===== config.mk =====
export PLATFORM = sky130hd
export DESIGN_NAME = arbitro_wrr_flat
export DESIGN_NICKNAME = d
export VERILOG_FILES = /design/src/rtl/arbitro_wrr_if.sv /design/src/rtl/arbitro_wrr.sv /design/src/flat_wrapper.sv
export SDC_FILE = /design/constraint.sdc
export NUM_CORES = 1
export LEC_CHECK = 0
export CORE_MARGIN = 5
export CORE_UTILIZATION = 36
export DETAILED_ROUTE_END_ITERATION = 16
export PLACE_DENSITY = 0.81
export REMOVE_ABC_BUFFERS = 1
export SLEW_MARGIN = 15
export SYNTH_ARGS = -nofsm -noshare
export SYNTH_HDL_FRONTEND = slang
export SYNTH_SLANG_ARGS = --single-unit

===== constraint.sdc =====
create_clock -name clk -period 2.35 [get_ports clk]
set_input_delay 0.3525 -clock clk [delete_from_list [all_inputs] [get_ports clk]]
set_output_delay 0.3525 -clock clk [all_outputs]
set_load 0.02 [all_outputs]

===== src/rtl/arbitro_wrr_if.sv =====
// Bus between the WRR scheduler, the four class FIFOs it reads and the
// four destination FIFOs it writes.
interface arbitro_wrr_if #(
  parameter int TAMANO_DATOS = 12
);
  logic [3:0]              empty;
  logic [TAMANO_DATOS-1:0] data_vc0;
  logic [TAMANO_DATOS-1:0] data_vc1;
  logic [TAMANO_DATOS-1:0] data_vc2;
  logic [TAMANO_DATOS-1:0] data_vc3;
  logic [3:0]              almost_full_dest;
  logic [3:0]              pop;
  logic [3:0]              push_dest;
  logic [TAMANO_DATOS-1:0] data_out;

  modport master (
    input  empty, data_vc0, data_vc1, data_vc2, data_vc3, almost_full_dest,
    output pop, push_dest, data_out
  );

  modport slave (
    output empty, data_vc0, data_vc1, data_vc2, data_vc3, almost_full_dest,
    input  pop, push_dest, data_out
  );
endinterface


===== src/rtl/arbitro_wrr.sv =====
// Weighted round-robin scheduler: pops the granted class FIFO and forwards
// each word, two cycles later, to the destination FIFO named by bits [9:8].
module arbitro_wrr #(
  parameter int         TAMANO_DATOS = 12,
  parameter logic [2:0] PESO0        = 3'd4,
  parameter logic [2:0] PESO1        = 3'd2,
  parameter logic [2:0] PESO2        = 3'd1,
  parameter logic [2:0] PESO3        = 3'd1
) (
  input  logic         clk,
  input  logic         reset,
  input  logic         init,
  arbitro_wrr_if.master bus,
  output logic [1:0]   estado,
  output logic         idle
);

  typedef enum logic [1:0] {
    ST_IDLE   = 2'b00,
    ST_ACTIVE = 2'b01,
    ST_PAUSE  = 2'b10
  } estado_t;

  typedef logic [TAMANO_DATOS-1:0] word_t;

  estado_t    estado_q, estado_d;
  logic [1:0] cur_q, cur_d;
  logic [2:0] cred_q, cred_d;
  logic       vld1_q, vld1_d;
  logic [1:0] cls1_q, cls1_d;
  logic [3:0] push_q, push_d;
  word_t      data_q, data_d;

  word_t      vc [4];
  word_t      word_in;
  logic [3:0] pop_c;
  logic       any_af;
  logic       sched;
  logic [1:0] nxt_cls;
  logic [1:0] cand;
  logic       found;

  // A programmed weight of 0 still grants one pop so no class starves.
  function automatic logic [2:0] peso_de(input logic [1:0] c);
    logic [2:0] p;
    case (c)
      2'd0:    p = PESO0;
      2'd1:    p = PESO1;
      2'd2:    p = PESO2;
      default: p = PESO3;
    endcase
    return (p == 3'd0) ? 3'd1 : p;
  endfunction

  assign vc[0]  = bus.data_vc0;
  assign vc[1]  = bus.data_vc1;
  assign vc[2]  = bus.data_vc2;
  assign vc[3]  = bus.data_vc3;
  assign any_af = |bus.almost_full_dest;
  assign sched  = (estado_q == ST_ACTIVE) & init & ~any_af;

  // First non-empty class after cur, wrapping back to cur itself.
  always_comb begin : next_class
    // NOTE: every always_comb output gets a default first so no path leaves it unassigned (no latch).
    nxt_cls = cur_q + 2'd1;
    found   = 1'b0;
    cand    = cur_q;
    for (int k = 1; k <= 4; k++) begin
      cand = cur_q + 2'(k);
      if (!found && !bus.empty[cand]) begin
        nxt_cls = cand;
        found   = 1'b1;
      end
    end
  end

  always_comb begin : pop_gen
    pop_c = '0;
    if (sched && !bus.empty[cur_q]) pop_c[cur_q] = 1'b1;
  end

  always_comb begin : next_state
    estado_d = estado_q;
    cur_d    = cur_q;
    cred_d   = cred_q;

    case (estado_q)
      ST_IDLE:   if (init) estado_d = ST_ACTIVE;
      ST_ACTIVE: if (!init) estado_d = ST_IDLE;
                 else if (any_af) estado_d = ST_PAUSE;
      ST_PAUSE:  if (!init) estado_d = ST_IDLE;
                 else if (!any_af) estado_d = ST_ACTIVE;
      default:   estado_d = ST_IDLE;
    endcase

    // Quota spent or granted class empty: hand the turn to the next class.
    if (sched) begin
      if ((|pop_c) && (cred_q > 3'd1)) begin
        cred_d = cred_q - 3'd1;
      end else begin
        cur_d  = nxt_cls;
        cred_d = peso_de(nxt_cls);
      end
    end

    // Stage 1 remembers which FIFO was read; stage 2 captures its output.
    vld1_d  = |pop_c;
    cls1_d  = cur_q;
    word_in = vc[cls1_q];
    push_d  = vld1_q ? (4'b0001 << word_in[9:8]) : 4'b0000;
    data_d  = vld1_q ? word_in : data_q;
  end

  always_ff @(posedge clk or negedge reset) begin
    if (!reset) begin
      estado_q <= ST_IDLE;
      cur_q    <= 2'd0;
      cred_q   <= peso_de(2'd0);
      vld1_q   <= 1'b0;
      cls1_q   <= 2'd0;
      push_q   <= 4'b0000;
      data_q   <= '0;
    end else begin
      // NOTE: non-blocking assignments so every flop samples pre-edge values.
      estado_q <= estado_d;
      cur_q    <= cur_d;
      cred_q   <= cred_d;
      vld1_q   <= vld1_d;
      cls1_q   <= cls1_d;
      push_q   <= push_d;
      data_q   <= data_d;
    end
  end

  assign bus.pop       = pop_c;
  assign bus.push_dest = push_q;
  assign bus.data_out  = data_q;
  assign estado        = estado_q;
  assign idle          = (estado_q == ST_IDLE) & ~vld1_q & ~(|push_q);

endmodule


===== src/flat_wrapper.sv =====
// flat-port wrapper written by rule: the top's interface ports become plain ports
module arbitro_wrr_flat 
#(
  parameter int         TAMANO_DATOS = 12,
  parameter logic [2:0] PESO0        = 3'd4,
  parameter logic [2:0] PESO1        = 3'd2,
  parameter logic [2:0] PESO2        = 3'd1,
  parameter logic [2:0] PESO3        = 3'd1
)
  (clk, reset, init, estado, idle, bus_empty, bus_data_vc0, bus_data_vc1, bus_data_vc2, bus_data_vc3, bus_almost_full_dest, bus_pop, bus_push_dest, bus_data_out);
  arbitro_wrr_if #(.TAMANO_DATOS(TAMANO_DATOS)) bus_i ();
  input  logic clk;
  input  logic reset;
  input  logic init;
  output logic [1:0] estado;
  output logic idle;
  input wire logic [$bits(bus_i.empty)-1:0] bus_empty;
  input wire logic [$bits(bus_i.data_vc0)-1:0] bus_data_vc0;
  input wire logic [$bits(bus_i.data_vc1)-1:0] bus_data_vc1;
  input wire logic [$bits(bus_i.data_vc2)-1:0] bus_data_vc2;
  input wire logic [$bits(bus_i.data_vc3)-1:0] bus_data_vc3;
  input wire logic [$bits(bus_i.almost_full_dest)-1:0] bus_almost_full_dest;
  output wire logic [$bits(bus_i.pop)-1:0] bus_pop;
  output wire logic [$bits(bus_i.push_dest)-1:0] bus_push_dest;
  output wire logic [$bits(bus_i.data_out)-1:0] bus_data_out;
  assign bus_i.empty = bus_empty;
  assign bus_i.data_vc0 = bus_data_vc0;
  assign bus_i.data_vc1 = bus_data_vc1;
  assign bus_i.data_vc2 = bus_data_vc2;
  assign bus_i.data_vc3 = bus_data_vc3;
  assign bus_i.almost_full_dest = bus_almost_full_dest;
  assign bus_pop = bus_i.pop;
  assign bus_push_dest = bus_i.push_dest;
  assign bus_data_out = bus_i.data_out;
  arbitro_wrr #(.TAMANO_DATOS(TAMANO_DATOS), .PESO0(PESO0), .PESO1(PESO1), .PESO2(PESO2), .PESO3(PESO3)) u_core (.clk(clk), .reset(reset), .init(init), .bus(bus_i), .estado(estado), .idle(idle));
endmodule

Word-level counts from Yosys, hierarchy flattened
Cells that the tools add are included.
- magnitude comparators: 7
- eq/ne operators: 6
- mux-type cells: 32
- shift operators: 1
- add/sub/neg operators: 4
- reduce and logical (&&, ||, !) cells: 19
- bitwise logic cells: 9
- operator list (operator ; count):
    $bmux W12 S2 ; 1
    $mux W12 ; 2
    $mux W2 ; 8
    $lt A2 B3 Y1 const B ; 4
    $mux W3 ; 4
    $reduce_or A4 Y1 ; 3
    $bmux W1 S2 ; 4
    $mux W1 ; 8
    $mux W4 ; 2
    $logic_and A1 B1 Y1 ; 6
    $pmux W2 S3 ; 1
    $pmux W3 S2 ; 1
    $logic_not A1 Y1 ; 5
    $add A2 B2 Y2 const B ; 2
    $and A1 B1 Y1 ; 4
    $eq A2 B1 Y1 const B ; 2
    $logic_not A2 Y1 ; 2
    $not A1 Y1 ; 4
    $shl A1 B2 Y4 const A ; 1
    $ge A3 B3 Y1 const B ; 1
    $gt A3 B1 Y1 const B ; 1
    $logic_not A3 Y1 ; 1
    $ne A3 B2 Y1 const B ; 1
    $ne A3 B3 Y1 const B ; 1
    other kinds (9) ; 9
- register bits: 26
- word-level logic and storage cells: 85
- input port bits: 59
- output and inout port bits: 23

Logic depth before layout (Yosys ltp)
Gate-level depths: netlist of the first run.
- depth after elaboration: 19
- mapped depth: 8
- depth with buffers taken out: 7

Least setup slack after synthesis of the first run
OpenSTA, ideal clock, no wires.
- kind: register to register
- start: register u_core.cur_q[1] (netlist: u_core.cls1_d[1])
- end: register u_core.cur_q[1] (netlist: u_core.cls1_d[1])
- stages on the path, launching flop included: 6
- clock period less this slack: 2377 ps
- required time: 2222 ps
- setup time: 128 ps
- path buffers: 0
- arrival: 2249 ps
- setup slack: -27 ps
- path through: dfrtp_1 > mux4_2 > or4_4 > or3_4 > nand2b_2 > mux2_1
- word-level cells in the longest chain between the ends: 12
- elaborated cells on any way between the ends: 36
- those cells by class: add/sub (3); order compare (2); mux (17); bitwise (1); reduce/logical (13)
- ends and longest elaborated chain (element ; line ; RTL):
    start: declaration ; arbitro_wrr.sv:27 ; logic [1:0] cur_q, cur_d;
    start signal: assignment ; arbitro_wrr.sv:126 ; cur_q <= cur_d;
    $add A2 B2 Y2 ; arbitro_wrr.sv:69 ; cand = cur_q + 2'(k);
    $bmux W1 S2 ; arbitro_wrr.sv:70 ; if (!found && !bus.empty[cand]) begin
    $mux W1 (not written as such) ; arbitro_wrr.sv:70 ;
    $logic_not A1 Y1 ; arbitro_wrr.sv:70 ;
    $logic_and A1 B1 Y1 ; arbitro_wrr.sv:70 ;
    $mux W1 ; arbitro_wrr.sv:70 ;
    $logic_not A1 Y1 ; arbitro_wrr.sv:70 ;
    $logic_and A1 B1 Y1 ; arbitro_wrr.sv:70 ;
    $mux W1 ; arbitro_wrr.sv:70 ;
    $logic_not A1 Y1 ; arbitro_wrr.sv:70 ;
    $logic_and A1 B1 Y1 ; arbitro_wrr.sv:70 ;
    $mux W2 ; arbitro_wrr.sv:70 ;
Several ways; a longest one is shown, not always the timed one. The select of a mux whose other input is x is not followed.
A chain may end at the register's enable or synchronous reset.

Worst setup path after layout of the first run
Same ends and word-level chain as after synthesis.

==> impl_metrics.py, run 1 <==
metrics = {
    "route": {
        "first_pass_iters": 2,
        "totalWireLength_um": 4160,
        "via_per_inst": 5.01,
        "met1Wirelength_um": 1670,
        "num_vias": 1398,
        "routed-wl-met3_um": 218,
        "ant_nets": 0,
        "wire_per_inst_um": 14.9,
        "remaining_drc_errors": 0,
        "drtIter0Drc": 58,
        "wl_met2_um": 2260,
        "top_layer": "met4",
    },
    "global_route": {
        "grt_overflow": 0,
        "antenna_found_initial": 0,
        "grt_use_total_pct": 14.3,
        "grt_pass1_wl_um": 7080,
        "grt_max_degree": 27,
        "grt_pass1_vias": 1468,
    },
    "cts": {
        "cts_root_buffer": "clkbuf_8",
        "cts_made_buffers": 3,
        "clk_pin_slew_ps": 90,
        "cts_max_level": 1,
        "clock_path_buffers": 2,
        "cts_tree": "built",
        "clock_latency_ps": 270,
        "cts_sinks": 26,
        "hold_buffers": 0,
    },
    "synthesis": {
        "syn_inst": 129,
        "synth-seq-area-share_pct": 39.7,
        "synth_edf_count": 0,
        "synth-warning-count": 0,
        "synth_area_leaders": "dfrtp_1 38%, mux4_2 22%, mux2_2 7.5%",
        "synth_top_area_share_pct": 38.1,
        "synth.largest_area_cell": "dfrtp_1",
        "synthMostInstantiatedCell": "dfrtp_1",
        "synthTopCellsByCount": "25 x dfrtp_1, 16 x mux4_2, 11 x mux2_2",
        "synth-seq-cells": 26,
        "syn_area_per_cell_um2": 12.7,
        "synth_cell_type_count": 42,
        "synthArstFlopShare_pct": 100,
        "syn_area_um2": 1640,
        "ys.flop_type": "dfrtp_1",
    },
    "sta": {
        "max_slew_margin_pct": 64.6,
        "clock_skew_ps": 7.73,
        "tightest_slew_ps": 531,
        "fin_tns_setup_ps": 0,
        "hold_viol": 0,
        "drv_slew": 0,
        "finalSetupViolCount": 0,
        "rsz0062_at_grt": "no",
        "period_needed_ps": 2260,
        "post-route-period-util_pct": 96.3,
        "max_freq_ghz": 0.442,
    },
    "layout": {
        "fillers": 377,
        "drive_above_1_share_pct": 29.1,
        "syn_to_final_growth_pct": 65.1,
        "final_area_um2": 2710,
        "fin_nets": 293,
        "n_antenna_cell": 0,
        "multi_input_area_um2": 976,
        "area.sequential_um2": 653,
    },
    "min_path": {
        "holdCritPathClass": "input port to asynchronous set/reset pin",
    },
    "critical_path": {
        "worstSetupStartpoint": "u_core.cls1_d[1]$_DFFE_PN0P_",
        "r2r_cells": 5,
        "rr_startpoint": "u_core.cls1_d[1]$_DFFE_PN0P_",
        "worstPathRequired_ps": 2500,
        "cp-end-kind": "flop",
        "cp.arrival_ps": 2420,
        "start_kind": "flop",
        "crit_fanout": 3,
        "r2r_end": "u_core.cls1_d[1]$_DFFE_PN0P_",
        "crit_type": "flop to flop",
        "critPathCapture": "u_core.cls1_d[1]$_DFFE_PN0P_",
        "r2r_slack_ps": 90,
    },
    "die": {
        "core_um2": 4380,
        "initial_utilization_pct": 37.5,
        "ios": 82,
        "die_h_um": 77.6,
        "num_rows": 24,
        "die_w_um": 77.6,
        "die_area_um2": 6010,
    },
    "placed_design": {
        "io_buffers": 81,
        "placed_area_um2": 2630,
        "dpl.hpwl_um": 3440,
        "gp_congestion": 0.837,
    },
    "power": {
        "irDropWorstVdd_v": 0.000551,
        "leakagePower_uw": 0.00116,
        "p_per_area_nw_per_um2": 728,
    },
    "run": {
        "drv_cap": 0,
    },
    "status": {
        "status": "finished clean",
    },
}
## final cells by class
type | instances | share of cell area (%)
clock buffers | 3 | 1.52
well taps | 52 | 2.40
repair buffers | 100 | 34.2
inverters | 5 | 0.692
multi-input cells | 92 | 36.0
clock inverters | 1 | 1.11
flip-flops and latches | 26 | 24.1
## routing by layer
metal,global-route usage [%],up-vias
met5,0,-
met4,1.03,0
met3,3.47,2
met2,26.3,29
met1,17.7,681
li1,-,686
## worst max-delay path, stage by stage (launching register included)
cell and delay, ps:
dfrtp_1 370, mux4_2 540, or4_4 440, or3_4 420, nand2b_4 90, mux2_4 290
## logic make-up (layout without fill, tap and decap cells)
kind of cell | Yosys count | in the layout | share of synthesized area [%]
AO/OA/AOI/OAI | 17 | 17 | 7.24
XOR/XNOR | 3 | 3 | 1.60
adder cells (fa/ha/maj) | 6 | 6 | 4.57
buffers and inverters | 11 | 109 | 2.59
flip-flops | 26 | 26 | 39.7
multiplexers | 30 | 30 | 31.4
AND/OR/NAND/NOR | 36 | 36 | 12.9
## worst min path at each step
stage                                         from                             endpoint  slack, ps
6_report                                     reset   u_core.bus.data_out[8]$_DFFE_PN0P_        450
5_1_grt                                      reset   u_core.bus.data_out[8]$_DFFE_PN0P_        480
4_1_cts                                      reset   u_core.bus.data_out[8]$_DFFE_PN0P_        470
3_5_place_dp   u_core.bus.data_out[11]$_DFFE_PN0P_  u_core.bus.data_out[11]$_DFFE_PN0P_        500
3_3_place_gp    u_core.bus.data_out[3]$_DFFE_PN0P_   u_core.bus.data_out[3]$_DFFE_PN0P_        490
2_1_floorplan                                reset   u_core.bus.data_out[0]$_DFFE_PN0P_         60
## power breakdown
group	switching [uW]	internal (uW)	total (uW)	leakage, uW
Clock	139	228	367	0.0000357
Sequential	76.8	526	603	0.000345
Combinational	430	577	1010	0.000783
## through the flow
stage	setup slack (ps)	instances	utilization (%)	hold slack, ps	power [uW]
4_1_cts	0.525	280	61.9	466	2000
6_report	85.8	279	61.9	453	1980
3_3_place_gp	-577	274	60.0	490	1590
2_1_floorplan	-26.7	123	-	56.9	1200
5_1_grt	3.82	279	61.9	483	2130
3_5_place_dp	-624	274	60.0	498	1610
## timing repair
| action | in CTS | in global routing |
|---|---|---|
| hold endpoints to repair | 0 | 0 |
| cloned | 0 | 0 |
| buffers inserted | 2 | 0 |
| setup endpoints to repair | 9 | 4 |
| gates resized for setup | 30 | 4 |
| pin swaps | 4 | 2 |
## layout by cell type (no fill, tap or decap), types with 2 or more instances in the layout
| master | instances |
|---|---|
| mux2_2 | 11 |
| dfrtp_1 | 24 |
| clkdlybuf4s50_1 | 69 |
| or3_4 | 2 |
| mux2i_1 | 2 |
| buf_2 | 4 |
| dlygate4sd2_1 | 6 |
| nor2_1 | 6 |
| nand3_1 | 2 |
| or4_4 | 2 |
| and3_1 | 2 |
| nor3b_1 | 2 |
| ha_1 | 6 |
| nor4_1 | 2 |
| mux4_2 | 16 |
| o21ai_0 | 3 |
| inv_1 | 5 |
| and2_1 | 4 |
| xnor2_1 | 2 |
| nand2_1 | 7 |
| buf_4 | 19 |
| o31ai_1 | 2 |
| clkbuf_8 | 3 |
| a21oi_1 | 2 |
## sequential cells by signal, summed over array words and instances (netlist names)
signal / flops
u_core.bus.data_out: 12
u_core.bus.push_dest: 4
u_core.cred_q: 3
u_core.cls1_d: 2
u_core.cls1_q: 2
u_core.estado: 2
u_core.vld1_q: 1
Power figures use the tool's default switching activity.
==> inputs of run 2 (changes only) <==
--- a/config.mk
+++ b/config.mk
@@ -8,6 +8,7 @@
 export CORE_MARGIN = 5
 export CORE_UTILIZATION = 36
 export DETAILED_ROUTE_END_ITERATION = 16
+export GPL_ROUTABILITY_DRIVEN = 1
 export PLACE_DENSITY = 0.81
 export REMOVE_ABC_BUFFERS = 1
 export SLEW_MARGIN = 15
==> results of run 2 <==
Final layout, timing and power as in run 1 (identical DEF).
==> inputs of run 3 (changes only) <==
--- a/config.mk
+++ b/config.mk
@@ -5,7 +5,7 @@
 export SDC_FILE = /design/constraint.sdc
 export NUM_CORES = 1
 export LEC_CHECK = 0
-export CORE_MARGIN = 5
+export CORE_MARGIN = 3
 export CORE_UTILIZATION = 36
 export DETAILED_ROUTE_END_ITERATION = 16
 export GPL_ROUTABILITY_DRIVEN = 1
==> impl_metrics.py, run 3 (synthesis gave the netlist of run 1 again) <==
metrics = {
    "sta": {
        "layout_setup_ws_ps": 26.1,
        "hold_slack_ps": 470,
        "clock_skew_ps": 5.18,
        "max_freq_ghz": 0.430,
        "period_needed_ps": 2320,
        "finalSetupViolCount": 0,
        "tightest_slew_ps": 630,
        "drv_slew": 0,
        "fin_tns_setup_ps": 0,
        "hold_viol": 0,
        "post-route-period-util_pct": 98.9,
        "rsz0062_at_grt": "no",
        "max_slew_margin_pct": 57.8,
    },
    "critical_path": {
        "slowest_stage": "or4_4",
        "start_kind": "input port",
        "r2r_cells": 5,
        "crit_type": "input port to flop",
        "cp-end-kind": "flop",
        "r2r_end": "u_core.cls1_d[1]$_DFFE_PN0P_",
        "worstPathRequired_ps": 2500,
        "r2r_slack_ps": 50,
        "rr_startpoint": "u_core.cls1_d[1]$_DFFE_PN0P_",
        "cp_num_cells": 7,
        "path_delay_family": "simple AND/OR/NAND/NOR gates",
        "max_stage_delay_ps": 490,
        "worstPathCellList": "dlygate4sd2_1, or4_4, buf_6, or4_4, or3_4, nand2b_4, mux2_4",
        "critPathBufInv": 2,
        "crit_fanout": 3,
        "cpMostUsedCell": "or4_4",
        "cp.arrival_ps": 2480,
    },
    "die": {
        "die_w_um": 73.6,
        "initial_utilization_pct": 39.1,
        "die_area_um2": 5410,
        "num_rows": 23,
        "die_h_um": 73.6,
        "core_um2": 4200,
        "ios": 82,
    },
    "cts": {
        "cts_max_level": 1,
        "cts_sinks": 26,
        "cts_tree": "built",
        "clk_pin_slew_ps": 90,
        "hold_buffers": 0,
        "cts_made_buffers": 3,
        "clock_path_buffers": 2,
        "clock_latency_ps": 260,
        "cts_root_buffer": "clkbuf_8",
    },
    "power": {
        "leakagePower_uw": 0.00120,
        "p_per_area_nw_per_um2": 689,
        "clkPwrFrac_pct": 13.3,
        "switching_share_pct": 34.6,
        "pwr-share-comb_pct": 54.9,
        "p_switching_uw": 655,
        "irDropWorstVdd_v": 0.000420,
        "sequentialPowerShare_pct": 31.8,
        "intPower_uw": 1240,
    },
    "global_route": {
        "grt_max_degree": 17,
        "grt_pass1_wl_um": 7770,
        "antenna_found_initial": 0,
        "grt_use_total_pct": 19.0,
        "grt_overflow": 0,
        "grt_pass1_vias": 1516,
    },
    "route": {
        "first_pass_iters": 4,
        "wire_per_inst_um": 16.6,
        "via_per_inst": 5.08,
        "totalWireLength_um": 4660,
        "ant_nets": 0,
        "num_vias": 1427,
        "drtIter0Drc": 85,
        "remaining_drc_errors": 0,
    },
    "layout": {
        "final_cell_mix": "69 x clkdlybuf4s50_1, 25 x dfrtp_1, 21 x buf_4, 16 x mux4_2, 11 x mux2_2",
        "n_antenna_cell": 0,
        "fin_nets": 297,
        "largest_register_ffs": 12,
        "drive_above_1_share_pct": 29.0,
        "area.sequential_um2": 652,
        "syn_to_final_growth_pct": 67.2,
        "multi_input_area_um2": 981,
        "postLayoutCoreUtil_pct": 65.4,
        "fillers": 346,
        "final_common_cell": "clkdlybuf4s50_1",
    },
    "placed_design": {
        "dp_slack_ps": -693,
        "io_buffers": 81,
        "dpl.hpwl_um": 3830,
        "gp_congestion": 0.864,
    },
    "run": {
        "drv_cap": 0,
    },
    "status": {
        "status": "finished clean",
    },
    "min_path": {
        "holdCritPathClass": "input port to asynchronous set/reset pin",
    },
}
-- run 3: layout make-up --
class | instances | area share [%]
Timing Repair Buffer | 104 | 35.9
Multi-Input combinational cell | 92 | 35.7
Sequential cell | 26 | 23.7
Tap cell | 50 | 2.28
Clock buffer | 4 | 1.64
Inverter | 5 | 0.683
-- run 3: how the worst max path moves through the flow --
stage	from	end	slack (ps)
after floorplan	u_core.cls1_d[1]$_DFFE_PN0P_	u_core.cls1_d[1]$_DFFE_PN0P_	-30
after global placement	bus_almost_full_dest[1]	bus_pop[3]	-640
after detailed placement	bus_almost_full_dest[1]	bus_pop[0]	-690
after CTS	bus_empty[3]	u_core.cls1_d[1]$_DFFE_PN0P_	10
after global routing	bus_almost_full_dest[3]	u_core.cls1_d[1]$_DFFE_PN0P_	0.3
final	bus_almost_full_dest[3]	u_core.cls1_d[1]$_DFFE_PN0P_	30
-- run 3: power by group through the flow --
stage / Combinational (uW) / Sequential (uW) / Clock (uW)
finish: 1040 / 601 / 251
global route: 1140 / 613 / 282
CTS: 1040 / 602 / 261
detailed placement: 1020 / 608 / 0
global placement: 1000 / 605 / 0
floorplan: 504 / 697 / 0
-- run 3: what timing repair did --
action | CTS | global route
gates resized for setup | 28 | 6
cloned | 0 | 0
pin swaps | 4 | 1
endpoints found under the setup margin | 9 | 5
setup buffers | 3 | 0
-- run 3: metrics by stage --
| stage | power (uW) | cell area (um2) | cells |
|---|---|---|---|
| 6_report | 1890 | 2750 | 281 |
| 3_3_place_gp | 1600 | 2660 | 274 |
| 4_1_cts | 1910 | 2730 | 281 |
| 3_5_place_dp | 1630 | 2660 | 274 |
| 2_1_floorplan | 1200 | 1620 | 123 |
| 5_1_grt | 2030 | 2750 | 281 |
-- run 3: routing by layer --
| metal | global-route usage, % | vias to the layer above | part of all wire [%] |
|---|---|---|---|
| met3 | 2.19 | 2 | 3.6 |
| met1 | 23.5 | 697 | 40 |
| met4 | 3.62 | 0 | 0.58 |
| li1 | - | 696 | - |
| met2 | 35.4 | 32 | 56 |
| met5 | 0 | - | 0 |
